==> src/rtl/dctq_mult_pkg.sv <==
// Shared helpers for the DCTQ quantiser multiplier: width/latency arithmetic,
// rounding/saturation mode codes and the side-band record carried along the pipe.
package dctq_mult_pkg;

    function automatic int clog2(input int value);
        int r;
        r = 0;
        for (int i = 0; i < 31; i++) begin
            if ((1 << r) < value) begin
                r++;
            end
        end
        return r;
    endfunction

    function automatic int pad_width(input int w);
        return 1 << clog2(w);
    endfunction

    // One register for stage 1, two per tree level, one for round/saturate.
    function automatic int pipe_latency(input int b_w);
        return 2 * clog2(b_w) + 2;
    endfunction

    typedef enum logic {
        SAT_WRAP  = 1'b0,
        SAT_CLAMP = 1'b1
    } sat_mode_e;

    typedef enum logic {
        RND_TRUNC     = 1'b0,
        RND_HALF_AWAY = 1'b1
    } rnd_mode_e;

    typedef struct packed {
        logic valid;
        logic sign;
        logic zero;
    } sband_t;

endpackage

==> src/rtl/mult_tree_level.sv <==
// One level of the partial-product adder tree: pairs of words are summed over
// two cycles, low halves first, then high halves plus the low-half carry.
module mult_tree_level
    import dctq_mult_pkg::*;
#(
    parameter int IN_W = 18,
    parameter int N_IN = 8
) (
    input  logic                         clk,
    input  logic                         rst,
    input  logic                         ce,
    input  logic [N_IN*IN_W-1:0]         in_data,
    output logic [(N_IN/2)*IN_W-1:0]     out_data
);
    localparam int N_OUT = N_IN / 2;
    localparam int LO_W  = IN_W / 2;
    localparam int HI_W  = IN_W - LO_W;

    logic [N_IN-1:0][IN_W-1:0]  in_w;
    logic [N_OUT-1:0][LO_W:0]   lo_d, lo_q;
    logic [N_OUT-1:0][HI_W-1:0] hia_d, hia_q;
    logic [N_OUT-1:0][HI_W-1:0] hib_d, hib_q;
    logic [N_OUT-1:0][IN_W-1:0] sum_d, sum_q;

    assign in_w     = in_data;
    assign out_data = sum_q;

    always_comb begin
        lo_d  = '0;
        hia_d = '0;
        hib_d = '0;
        sum_d = '0;
        for (int i = 0; i < N_OUT; i++) begin
            lo_d[i]  = {1'b0, in_w[2*i][LO_W-1:0]} + {1'b0, in_w[2*i+1][LO_W-1:0]};
            hia_d[i] = in_w[2*i][IN_W-1:LO_W];
            hib_d[i] = in_w[2*i+1][IN_W-1:LO_W];
            // Magnitudes are bounded by the full product, so the high carry is never needed.
            sum_d[i] = {hia_q[i] + hib_q[i] + HI_W'(lo_q[i][LO_W]), lo_q[i][LO_W-1:0]};
        end
    end

    always_ff @(posedge clk) begin
        if (rst) begin
            lo_q  <= '0;
            hia_q <= '0;
            hib_q <= '0;
            sum_q <= '0;
        end else if (ce) begin
            lo_q  <= lo_d;
            hia_q <= hia_d;
            hib_q <= hib_d;
            sum_q <= sum_d;
        end
    end

endmodule

==> src/rtl/quant_mult_pipe.sv <==
// Pipelined signed x signed multiplier for the DCTQ quantiser: sign-magnitude
// partial-product tree, rounded right shift, symmetric saturation or wrap.
module quant_mult_pipe
    import dctq_mult_pkg::*;
#(
    parameter int A_W   = 11,
    parameter int B_W   = 8,
    parameter int SHIFT = 0,
    parameter int OUT_W = 19,
    parameter int SAT   = 1
) (
    input  logic             clk,
    input  logic             rst,
    input  logic             ce,
    input  logic             in_valid,
    input  logic [A_W-1:0]   a,
    input  logic [B_W-1:0]   b,
    output logic             out_valid,
    output logic [OUT_W-1:0] result,
    output logic             ovf
);
    localparam int LVL        = clog2(B_W);
    localparam int P          = pad_width(B_W);
    localparam int LAT        = pipe_latency(B_W);
    localparam int PW         = A_W + B_W - 1;
    localparam int MW         = PW + 1;
    localparam int SB_D       = LAT - 1;
    localparam int TREE_WORDS = 2 * P - 1;
    localparam int RND_POS    = (SHIFT > 0) ? SHIFT - 1 : 0;

    localparam sat_mode_e SAT_MODE = (SAT != 0) ? SAT_CLAMP : SAT_WRAP;
    localparam rnd_mode_e RND_MODE = (SHIFT > 0) ? RND_HALF_AWAY : RND_TRUNC;

    localparam logic [OUT_W-1:0] POS_CLAMP = {1'b0, {(OUT_W-1){1'b1}}};
    localparam logic [OUT_W-1:0] NEG_CLAMP = ~POS_CLAMP + OUT_W'(1);
    localparam logic [MW-1:0]    MAX_MAG   = MW'(POS_CLAMP);
    localparam logic [MW-1:0]    RND_ADD   = (RND_MODE == RND_HALF_AWAY) ? (MW'(1) << RND_POS) : '0;

    genvar gi;

    // Stage 1: magnitudes and partial products
    logic [A_W-1:0]           a_mag;
    logic [B_W-1:0]           b_mag;
    logic [P-1:0][PW-1:0]     pp_d, pp_q;
    sband_t [SB_D-1:0]        sb_d, sb_q;

    assign a_mag = a[A_W-1] ? (~a + A_W'(1)) : a;
    assign b_mag = b[B_W-1] ? (~b + B_W'(1)) : b;

    generate
        for (gi = 0; gi < P; gi++) begin : g_pp
            if (gi < B_W) begin : g_live
                assign pp_d[gi] = b_mag[gi] ? (PW'(a_mag) << gi) : '0;
            end else begin : g_pad
                assign pp_d[gi] = '0;
            end
        end
    endgenerate

    always_comb begin
        sb_d    = sb_q;
        sb_d[0] = sband_t'({in_valid, a[A_W-1] ^ b[B_W-1], (a == '0) || (b == '0)});
        for (int k = 1; k < SB_D; k++) begin
            sb_d[k] = sb_q[k-1];
        end
    end

    always_ff @(posedge clk) begin
        if (rst) begin
            pp_q <= '0;
            sb_q <= '0;
        end else if (ce) begin
            pp_q <= pp_d;
            sb_q <= sb_d;
        end
    end

    // Every tree level's words live in one triangular bus; level k starts at word 2P-2*(P>>k).
    logic [TREE_WORDS*PW-1:0] tree_w;
    assign tree_w[P*PW-1:0] = pp_q;

    generate
        for (gi = 0; gi < LVL; gi++) begin : g_lvl
            localparam int N_IN    = P >> gi;
            localparam int IN_OFS  = 2 * P - 2 * N_IN;
            localparam int OUT_OFS = IN_OFS + N_IN;
            mult_tree_level #(
                .IN_W (PW),
                .N_IN (N_IN)
            ) u_level (
                .clk      (clk),
                .rst      (rst),
                .ce       (ce),
                .in_data  (tree_w[IN_OFS*PW +: N_IN*PW]),
                .out_data (tree_w[OUT_OFS*PW +: (N_IN/2)*PW])
            );
        end
    endgenerate

    // Final stage: round half away from zero on the magnitude, re-apply sign, saturate or wrap
    logic [PW-1:0]    mag;
    logic [MW-1:0]    mag_rnd;
    logic [OUT_W-1:0] signed_val;
    logic             over;
    sband_t           sb_last;
    logic             out_valid_d, out_valid_q;
    logic [OUT_W-1:0] result_d, result_q;
    logic             ovf_d, ovf_q;

    assign mag     = tree_w[(TREE_WORDS-1)*PW +: PW];
    assign sb_last = sb_q[SB_D-1];

    always_comb begin
        mag_rnd     = ({1'b0, mag} + RND_ADD) >> SHIFT;
        over        = (mag_rnd > MAX_MAG);
        signed_val  = sb_last.sign ? (~mag_rnd[OUT_W-1:0] + OUT_W'(1)) : mag_rnd[OUT_W-1:0];
        result_d    = signed_val;
        ovf_d       = over;
        out_valid_d = sb_last.valid;
        if (sb_last.zero) begin
            result_d = '0;
            ovf_d    = 1'b0;
        end else if (over && (SAT_MODE == SAT_CLAMP)) begin
            result_d = sb_last.sign ? NEG_CLAMP : POS_CLAMP;
        end
    end

    always_ff @(posedge clk) begin
        if (rst) begin
            out_valid_q <= 1'b0;
            result_q    <= '0;
            ovf_q       <= 1'b0;
        end else if (ce) begin
            out_valid_q <= out_valid_d;
            result_q    <= result_d;
            ovf_q       <= ovf_d;
        end
    end

    assign out_valid = out_valid_q;
    assign result    = result_q;
    assign ovf       = ovf_q;

endmodule

==> config.mk <==
export PLATFORM = sky130hd
export DESIGN_NAME = quant_mult_pipe
export DESIGN_NICKNAME = d
export VERILOG_FILES = /design/src/rtl/dctq_mult_pkg.sv /design/src/rtl/mult_tree_level.sv /design/src/rtl/quant_mult_pipe.sv
export SDC_FILE = /design/constraint.sdc
export NUM_CORES = 1
export LEC_CHECK = 0
export ABC_CLOCK_PERIOD_IN_PS = 3380
export CORE_MARGIN = 3
export CORE_UTILIZATION = 35
export CTS_BUF_LIST = sky130_fd_sc_hd__clkbuf_2
export DETAILED_ROUTE_END_ITERATION = 10
export SLEW_MARGIN = 10
export SYNTH_ARGS = -nofsm -noshare
export SYNTH_HDL_FRONTEND = slang
export SYNTH_HIERARCHICAL = 1
export SYNTH_SLANG_ARGS = --single-unit
==> constraint.sdc <==
create_clock -name clk -period 3.38 [get_ports clk]
set_clock_uncertainty 0.05 [all_clocks]
set_input_delay 0.507 -clock clk [delete_from_list [all_inputs] [get_ports clk]]
set_output_delay 0.507 -clock clk [all_outputs]
set_load 0.1 [all_outputs]
==> results.yml <==
synthesis:
  synth-edff-count: 0
  post-synth-top-area-cell: "sky130_fd_sc_hd__dfxtp_1"
  synth_warnings: 6
  yosysSeqAreaShare_pct: 42.7
  ys_ff_latch: 452
  asyncSetResetFlopFracSynth_pct: 0
  number_of_instances_in_the_synthesized_netlist: 2288
  yosys.area.top_type_share_pct: 42.7
  netlist_top_cells_count: "sky130_fd_sc_hd__dfxtp_1 (452), sky130_fd_sc_hd__nor2_1 (354), sky130_fd_sc_hd__mux2i_1 (242), sky130_fd_sc_hd__nand2_1 (165), sky130_fd_sc_hd__o21ai_0 (155)"
  netlist-cell-type-count: 78
  synth_most_common_cell: "sky130_fd_sc_hd__dfxtp_1"
  synth.top_cells.by_area: "sky130_fd_sc_hd__dfxtp_1 (43%), sky130_fd_sc_hd__mux2i_1 (11%), sky130_fd_sc_hd__ha_1 (6.8%)"
  post_synth_instance_area_um2: 21200
  synthFlopType: "sky130_fd_sc_hd__dfxtp_1"
  postSynthAreaPerCell_um2: 9.25
clocking:
  cts-htree-levels: 3
  cts_resized: 0
  clock_path_buffers: 3
  post_cts_buffers: 0
  numCtsBuffers: 117
  ctsRootBufferMaster: "sky130_fd_sc_hd__clkbuf_2"
  cts.reportedPaths.clkPinSlew_ns: 0.10
  clkLatencyLatePin_ns: 1.10
  cts_tree: "built"
  clock-sinks: 452
global_routing:
  grt_antenna_before_repair: 2
  gr-total-overflow: 0
  grt_pass1_vias: 16029
  globalRouteTotalUtil_pct: 15.1
  grt_first_pass_wirelength_um: 80700
  maximum_number_of_pins_on_one_net_before_global_route_repair: 111
routing:
  wirelength_um: 47600
  antenna_violating_nets_post_route: 0
  remaining_drc_errors: 0
  via_per_inst: 5.04
  drt_first_iter_violations: 919
  routedWlPerCell_um: 14.5
  detailroute.via_count: 16504
  drt_pre_antenna_iters: 4
min_path:
  timing.hold.worst.start: "a[9]"
  hp-class: "input pin to flip-flop"
  hold-path-cell-count: 4
  holdPathEnd: "sb_d[3]"
run_status:
  status: "completed"
place:
  number_of_buffers_inserted_by_port_buffering: 43
  place.detailed.hpwl_um: 32700
  dpl_cell_area_um2: 22500
  place.gp.congestion: 0.820
timing:
  setup_viol_count_final: 0
  timing_worst_slew_pin_value_ns: 1.10
  layout_min_cycle_time_ns: 3.13
  final.setup.tns_ns: 0
  grt_setup_unrepaired: "false"
  timing.final.crit_share_pct: 92.7
  clock.fmax_mhz: 319
  hold_viol_final: 0
  finalHoldWorstSlack_ns: 0.157
  maxSlewHeadroom_pct: 26.3
  slew_viol_final: 0
setup_path:
  max_stage_delay_ns: 1.13
  crit_path_max_fanout: 2
  setup.worst_path.end_class: "primary output"
  timing.reg2reg.setup_slack_ns: 0.80
  critPathBufInv: 1
  cp_slowest_cell: "sky130_fd_sc_hd__clkdlybuf4s50_1"
  worstRegToRegCells: 7
  r2r-end: "g_lvl[0].u_level/out_data[71]"
  path_delay_family: "buffers and inverters"
  timing.critical_path.required_ns: 2.82
  timing.critical_path.arrival_ns: 2.58
  critical_path_class: "flip-flop to primary output"
  worstPathCellList: "clkdlybuf4s50_1"
  startpoint_types: "flip-flop"
  start_of_the_worst_register_to_register_path: "g_lvl[0].u_level/lo_q[39]"
die:
  fp.dieW_um: 252
  core-area_um2: 59500
  initial_utilization_pct: 35.6
  rows: 89
  dieArea_um2: 63500
  chipHeight_um: 252
  ios: 44
power_and_ir_drop:
  power.sequential.fraction_pct: 54.3
  ir_drop_uv: 232
  intPower_uw: 7440
  power.share.clock_pct: 35.7
  power.static_leakage_uw: 0.0105
  net-switching-power_uw: 2930
  power.density_nw_per_um2: 439
  p_comb_share_pct: 10.0
  power.switching_fraction_pct: 28.2
layout:
  final_cell_utilization_of_the_core_pct: 39.7
  layout-area-overhead-vs-synth_pct: 11.5
  filler_cell_count: 6084
  share_of_post_route_cells_with_drive_strength_above_1_pct: 9.33
  num-nets-final: 2573
  final_cell_area_um2: 23600
flow_run:
  max_cap_viols: 0
## layout by cell type (no fill, tap or decap), types with 18 or more instances in the layout
cell type                         instances
sky130_fd_sc_hd__ha_1                   115
sky130_fd_sc_hd__clkdlybuf4s50_1         38
sky130_fd_sc_hd__xnor2_1                 34
sky130_fd_sc_hd__a21oi_1                 82
sky130_fd_sc_hd__nor3_1                  56
sky130_fd_sc_hd__a21o_1                  28
sky130_fd_sc_hd__conb_1                  62
sky130_fd_sc_hd__clkbuf_2               175
sky130_fd_sc_hd__o21ai_0                155
sky130_fd_sc_hd__nor2_1                 353
sky130_fd_sc_hd__nand2b_1                20
sky130_fd_sc_hd__nand2_1                165
sky130_fd_sc_hd__dfxtp_1                452
sky130_fd_sc_hd__fa_1                    21
sky130_fd_sc_hd__nand3_1                 23
sky130_fd_sc_hd__o31ai_1                 18
sky130_fd_sc_hd__inv_1                   34
sky130_fd_sc_hd__mux2i_1                242
sky130_fd_sc_hd__xor2_1                  27
sky130_fd_sc_hd__a211oi_1                60
## cell type report
cell class                      instances  area, µm²  share of cell area (%)
Multi-Input combinational cell       1742      11700                    49.7
Tap cell                              773        967                    4.10
Timing Repair Buffer                   66        681                    2.88
Clock inverter                         26        168                   0.710
Clock buffer                          175        876                    3.71
Inverter                               35        131                   0.556
Antenna cell                            3       7.51                  0.0318
Sequential cell                       452       9050                    38.3
## metrics by stage
| stage | setup slack, ns | total power [µW] | std cells |
|---|---|---|---|
| 2_1_floorplan | 1.14 | 6490 | 2349 |
| 3_3_place_gp | 0.515 | 6740 | 3063 |
| 3_5_place_dp | 0.438 | 6760 | 3063 |
| 4_1_cts | 0.0830 | 10500 | 3269 |
| 5_1_grt | 0.0180 | 11000 | 3272 |
| 6_report | 0.248 | 10400 | 3272 |
## cells by family (layout without fill, tap and decap cells)
logic type / count (synthesis) / count (layout) / synth area share [%]
multiplexers: 242 / 242 / 11.4
other: 1 / 65 / 0.0177
AND/OR/NAND/NOR: 744 / 744 / 16.0
flip-flops: 452 / 452 / 42.7
adder cells (fa/ha/maj): 136 / 136 / 8.78
buffers and inverters: 155 / 302 / 2.97
AO/OA/AOI/OAI: 496 / 496 / 15.5
XOR/XNOR: 62 / 62 / 2.60
## flip-flops by register name, indices dropped and copies added (netlist names)
signal and count:
sb_last 2, out_valid_d 1, ovf 1, g_lvl.u_level/out_data 126, g_lvl.u_level/hib_q 63, g_lvl.u_level/hia_q 63
pp_q 88, g_lvl.u_level/lo_q 70, out_valid 1, sb_d 18, result 19
## power by group through the flow
stage | Sequential, µW | Combinational [µW] | Clock (µW)
6_report | 5630 | 1040 | 3700
5_1_grt | 5650 | 1160 | 4160
4_1_cts | 5630 | 1020 | 3890
3_5_place_dp | 5750 | 1010 | 0
3_3_place_gp | 5750 | 988 | 0
2_1_floorplan | 5720 | 769 | 0
## how the worst max path moves through the flow
stage	to	startpoint	slack (ns)	cells past startpoint
6_report	out_valid	out_valid	0.25	1
5_1_grt	result[6]	result[6]	0.02	1
4_1_cts	result[2]	result[2]	0.08	1
3_5_place_dp	pp_q[86]	b[0]	0.44	7
3_3_place_gp	pp_q[86]	b[0]	0.51	7
2_1_floorplan	g_lvl[1].u_level/out_data[35]	g_lvl[1].u_level/lo_q[19]	1.14	7
## layer usage
layer	up-vias	global-route usage, %	wire (µm)
met1	7656	21.7	24600
met4	0	4.60	894
met3	76	3.15	2000
met5	-	0	0
li1	8477	-	-
met2	295	22.7	20100
## worst register-to-register path, delay by kind of cell (launching register included)
family                   cells  cell delay [ns]
adder cells (fa/ha/maj)      2             1.00
flip-flops                   1             0.34
AO/OA/AOI/OAI                3             0.80
AND/OR/NAND/NOR              2             0.26
## what timing repair did
item	in CTS	in global routing
setup endpoints to repair	0	0
hold buffers	5	0
hold endpoints to repair	155	0
(Power assumes the default switching activity.)
